--- config.mk ---
export PLATFORM = sky130hd
export DESIGN_NAME = fa_exerciser
export DESIGN_NICKNAME = d
export VERILOG_FILES = /design/src/rtl/fa_exerciser.sv
export SDC_FILE = /design/constraint.sdc
export NUM_CORES = 1
export LEC_CHECK = 0
export CORE_AREA = 2 2 75 56
export DETAILED_ROUTE_END_ITERATION = 10
export DIE_AREA = 0 0 77 58
export PLACE_DENSITY = 0.63
export SKIP_CTS_REPAIR_TIMING = 1
export SLEW_MARGIN = 20
export SYNTH_ARGS = -nofsm -noshare
export SYNTH_HDL_FRONTEND = slang
export SYNTH_SLANG_ARGS = --single-unit
--- constraint.sdc ---
create_clock -name clk -period 2.5 [get_ports clk]
set_clock_uncertainty 0.1 [all_clocks]
set_input_delay 0.5 -clock clk [delete_from_list [all_inputs] [get_ports clk]]
set_output_delay 0.5 -clock clk [all_outputs]
set_load 0.01 [all_outputs]
--- src/rtl/fa_exerciser.sv ---
// fa_exerciser: sweeps all 8 A/B/Cin vectors into a full-adder cell and checks Sout/Cout after a settle time.
// Optional FA_EXERCISER_SYNC_EN: two-flop synchronizer on s_in/cout_in, settle window extended by 2 cycles.
module fa_exerciser #(
  parameter int SETTLE_CYCLES = 4,
  parameter int LOOPS         = 1,
  parameter int ERR_W         = 8
) (
  input  logic             clk,
  input  logic             rst,
  input  logic             start,
  output logic             a_out,
  output logic             b_out,
  output logic             cin_out,
  input  logic             s_in,
  input  logic             cout_in,
  output logic             busy,
  output logic             done,
  output logic             pass,
  output logic [ERR_W-1:0] err_cnt,
  output logic [2:0]       vec_idx,
  output logic             fail_valid,
  output logic [2:0]       fail_vec
);

  typedef enum logic [1:0] {IDLE, SETTLE, SAMPLE, DONE} state_e;

`ifdef FA_EXERCISER_SYNC_EN
  localparam int RELOAD = SETTLE_CYCLES + 1;
`else
  localparam int RELOAD = SETTLE_CYCLES - 1;
`endif
  localparam int CNT_W  = $clog2(SETTLE_CYCLES + 2);
  localparam int LOOP_W = (LOOPS < 2) ? 1 : $clog2(LOOPS);
  localparam logic [CNT_W-1:0]  CNT_RELOAD = CNT_W'(RELOAD);
  localparam logic [LOOP_W-1:0] LOOP_LAST  = LOOP_W'((LOOPS == 0) ? 0 : LOOPS - 1);

  if (SETTLE_CYCLES < 1) begin : g_settle_chk
    $error("fa_exerciser: SETTLE_CYCLES must be >= 1");
  end

  state_e            state_q, state_d;
  logic [2:0]        vec_q, vec_d;
  logic [CNT_W-1:0]  cnt_q, cnt_d;
  logic [LOOP_W-1:0] loop_q, loop_d;
  logic [ERR_W-1:0]  err_q, err_d;
  logic              fv_q, fv_d;
  logic [2:0]        fvec_q, fvec_d;
  logic              s_cmp, c_cmp;
  logic              exp_s, exp_c, mismatch;

`ifdef FA_EXERCISER_SYNC_EN
  logic [1:0] s_sync_q, c_sync_q;

  always_ff @(posedge clk) begin
    if (rst) begin
      s_sync_q <= '0;
      c_sync_q <= '0;
    end else begin
      s_sync_q <= {s_sync_q[0], s_in};
      c_sync_q <= {c_sync_q[0], cout_in};
    end
  end

  assign s_cmp = s_sync_q[1];
  assign c_cmp = c_sync_q[1];
`else
  assign s_cmp = s_in;
  assign c_cmp = cout_in;
`endif

  always_ff @(posedge clk) begin
    if (rst) begin
      state_q <= IDLE;
      vec_q   <= '0;
      cnt_q   <= '0;
      loop_q  <= '0;
      err_q   <= '0;
      fv_q    <= 1'b0;
      fvec_q  <= '0;
    end else begin
      state_q <= state_d;
      vec_q   <= vec_d;
      cnt_q   <= cnt_d;
      loop_q  <= loop_d;
      err_q   <= err_d;
      fv_q    <= fv_d;
      fvec_q  <= fvec_d;
    end
  end

  always_comb begin
    state_d  = state_q;
    vec_d    = vec_q;
    cnt_d    = cnt_q;
    loop_d   = loop_q;
    err_d    = err_q;
    fv_d     = fv_q;
    fvec_d   = fvec_q;
    exp_s    = ^vec_q;
    exp_c    = (vec_q[2] & vec_q[1]) | (vec_q[2] & vec_q[0]) | (vec_q[1] & vec_q[0]);
    mismatch = (s_cmp != exp_s) || (c_cmp != exp_c);
    case (state_q)
      // start is honoured only when no run is in flight
      IDLE, DONE: begin
        if (start) begin
          state_d = SETTLE;
          vec_d   = '0;
          cnt_d   = CNT_RELOAD;
          loop_d  = '0;
          err_d   = '0;
          fv_d    = 1'b0;
          fvec_d  = '0;
        end
      end
      SETTLE: begin
        if (cnt_q == '0) state_d = SAMPLE;
        else             cnt_d   = cnt_q - 1'b1;
      end
      SAMPLE: begin
        if (mismatch) begin
          if (err_q != '1) err_d = err_q + 1'b1;
          if (!fv_q) begin
            fv_d   = 1'b1;
            fvec_d = vec_q;
          end
        end
        if (vec_q != 3'd7) begin
          vec_d   = vec_q + 3'd1;
          cnt_d   = CNT_RELOAD;
          state_d = SETTLE;
        end else if (LOOPS == 0 || loop_q < LOOP_LAST) begin
          loop_d  = loop_q + 1'b1;
          vec_d   = '0;
          cnt_d   = CNT_RELOAD;
          state_d = SETTLE;
        end else begin
          state_d = DONE;
        end
      end
      default: state_d = IDLE;
    endcase
  end

  assign {a_out, b_out, cin_out} = vec_q;
  assign vec_idx    = vec_q;
  assign busy       = (state_q == SETTLE) || (state_q == SAMPLE);
  assign done       = (state_q == DONE);
  assign pass       = done && (err_q == '0);
  assign err_cnt    = err_q;
  assign fail_valid = fv_q;
  assign fail_vec   = fvec_q;

endmodule

==> key figures <==
Clock tree
  • Clock tree buffer depth: 2
  • Num CTS Buffers: 3
  • CTS tree: built
  • Clock sinks: 20
  • Root Buffer: clkbuf_8
  • Htree depth: 1
  • Clock transition at path regs: 0.08 ns
  • Worst-Skew Late Latency: roughly 0.26 ns

Global route
  • Largest net degree at the start of global routing: 21
  • Number of global-route vias before repair: around 1200
  • GRT overflow: 0
  • Initial antenna violation count: 0
  • First-pass GRT wire length: 5590 um
  • Tot GR Track Use: 0.157

Synth
  • Cell variety after synth: 39
  • Number of flops mapped to enable cells by yosys: 0
  • Gate Count Post-Synth: 149
  • Ys flop type: dfxtp_1
  • Async S/R FF share, synth: 0
  • Synth Warn #: 0
  • Synthesized area: between 0.001 and 0.0015 mm^2
  • Mean area per synthesized cell: around 8.5 um^2
  • Synthesized Nets: 165
  • Post-synthesis sequential area ratio: 0.317
  • Post-synthesis register bit count: 20

Timing
  • Fin crit share: 0.935
  • Hold Violations, Final: 0
  • RSZ-0062 raised after global routing: false
  • Final setup margin: between 0.15 and 0.2 ns
  • Max Clk Rate: about 430 MHz
  • Fin crit period: between 2 and 2.5 ns
  • Max-slew headroom: 0.432
  • Final setup viols: 0
  • Slew Limit Fails: 0
  • Worst-Margin Slew: ~0.85 ns

Min path
  • Worst Hold Depth: 2
  • Worst Min Path Start: cnt_q[0]
  • Hold Path Sink: cnt_q[0]
  • HP Class: reg -> reg

Pwr
  • Pwr/cell area: 522 mW/mm^2
  • Maximum vdd ir drop: approximately 0.0002 V
  • Lkg Pwr: about 0.59 nW
  • Combinational share of power: 0.284
  • Register share of total power: 0.421
  • Switching Fraction: 0.314
  • P_int: 0.580 mW
  • Clock network fraction of total power: 0.295
  • Switching power: about 0.26 mW

Setup path
  • CP Data Arrival Time: 2.35 ns
  • CP Capture Type: flop
  • Worst EP required: roughly 2.5 ns
  • Worst setup SP type: flop
  • Reg-to-reg startpoint: vec_idx[0]
  • Setup CP Type: reg -> reg
  • RR Endpoint: fail_valid
  • Register-to-Register Setup Slack: between 0.15 and 0.2 ns
  • R2R cell count: 5
  • Worst-path fanout max: 8
  • Worst setup path start: vec_idx[0]

Cells and area
  • Antenna cell count: 0
  • Fin nets: between 150 and 200
  • Design area: roughly 0.0016 mm^2
  • Layout cells sized above 1: 0.0925
  • Final Core Density: 0.430
  • Finished Layout Cells: about 230
  • Area growth from synthesis to layout: 27.8%

Detailed routing
  • # DRC: 0
  • Antenna viol nets, final: 0
  • DR vias/cell: approximately 5.5
  • Wire per inst: between 10 and 15 um
  • Total Wirelength: around 3300 um
  • DR pass1 iterations: 4
  • Via Count: about 1200
  • Initial DRC count: about 130

Floorplan
  • Die Wd: between 70 and 80 um
  • FP Rows: 19
  • Die ar.: 0.00447 mm^2
  • Die Ht: 58 um
  • Initial Util: 0.337
  • I/O pin cnt: 26
  • Core Box Area: 0.00376 mm^2

Place
  • Post-Place Cells: approximately 220
  • GPL Wtd Cong: between 0.7 and 0.8
  • Worst slack, placed: around 0.25 ns
  • Dpl hpwl: 2380 um
  • DP Area: 0.00156 mm^2
  • Port bufs: 25

Flow run
  • Max Cap Viol: 0

Outcome
  • Status: complete, no violations
[layer usage]
layer  up-vias  part of all wire  wire length [um]  GRT usage
met2        47              0.43              1420      0.254
met4         0             0.012                39     0.0357
met3         7             0.070               230     0.0436
met1       590              0.49              1610      0.211
li1        588                 -                 -          -
met5         -                 0                 0          0
[critical path, stage by stage (launching register included)]
cell and delay, ns:
dfxtp_1 0.48, fa_1 0.48, xnor2_1 0.41, nand3_1 0.39, a21oi_1 0.26, nor3_1 0.07
[power by group through the flow]
| stage | Sequential (mW) | Clock (mW) | Combinational [mW] |
|---|---|---|---|
| after floorplan | 0.360 | 0 | 0.171 |
| after global placement | 0.362 | 0 | 0.225 |
| after detailed placement | 0.363 | 0 | 0.238 |
| after CTS | 0.356 | 0.255 | 0.240 |
| after global routing | 0.359 | 0.269 | 0.266 |
| final | 0.356 | 0.249 | 0.239 |
[Yosys cell counts, types with 2 or more instances]
library cell	n	area share
nand2b_1	3	0.015
clkbuf_1	3	0.0089
nor2b_1	5	0.025
a21oi_1	8	0.032
nor2_1	9	0.027
inv_1	9	0.027
nand3_1	13	0.051
dfxtp_1	20	0.32
xnor2_1	2	0.014
nor3b_1	2	0.012
nand4_1	5	0.025
mux2i_1	2	0.016
a211oi_1	3	0.018
o21ai_0	12	0.047
buf_2	2	0.0079
and4_1	2	0.014
ha_1	10	0.099
a31oi_1	7	0.035
buf_4	5	0.030
nand2_1	6	0.018
and3_1	2	0.0099
nor3_1	2	0.0079
[worst max path at each step]
stage,endpoint,slack (ns)
after floorplan,fail_vec[0],0.50
after global placement,pass,0.29
after detailed placement,err_cnt[0],0.25
after CTS,pass,-0.03
after global routing,err_cnt[0],0.03
final,fail_valid,0.16
[metrics by stage]
stage / TNS, ns / total power, mW / hold slack, ns
after detailed placement: 0 / 0.601 / 0.416
after CTS: -0.0266 / 0.851 / 0.434
final: 0 / 0.844 / 0.427
after floorplan: 0 / 0.531 / 0.380
after global placement: 0 / 0.587 / 0.391
after global routing: 0 / 0.895 / 0.473
[sequential cells by signal (all words and copies together) (netlist names)]
signal / count
cnt_q: 3
vec_idx: 3
fail_valid: 1
err_cnt: 8
fail_vec: 3
state_q: 2
[layout make-up]
type	count	area, um^2
Inverter	9	33.8
Clock buffer	4	55.1
Fill cell	385	2140
Multi-Input combinational cell	110	772
Tap cell	52	65.1
Sequential cell	20	400
Timing Repair Buffer	30	290
[logic make-up after synthesis]
| logic type | Yosys count | share of synthesized area |
|---|---|---|
| fa+ha+maj | 11 | 0.115 |
| xor+xnor | 2 | 0.0139 |
| compound gates | 39 | 0.213 |
| simple gates | 55 | 0.242 |
| mux | 3 | 0.0267 |
| buf+inv | 19 | 0.0732 |
| flops | 20 | 0.317 |
[layout by cell type (no fill, tap or decap), types with 2 or more instances in the layout]
cell type,count
and4_1,2
nor3b_1,2
nand4_1,5
clkbuf_8,4
nor2b_1,5
xnor2_1,2
nand2b_1,3
o21ai_0,12
ha_1,10
a21oi_1,8
mux2i_1,2
inv_1,9
nand2_1,6
a31oi_1,7
nand3_1,13
buf_4,5
a211oi_1,3
nor2_1,9
and3_1,2
nor3_1,2
clkdlybuf4s50_1,24
dfxtp_1,20
(Power assumes the default switching activity.)
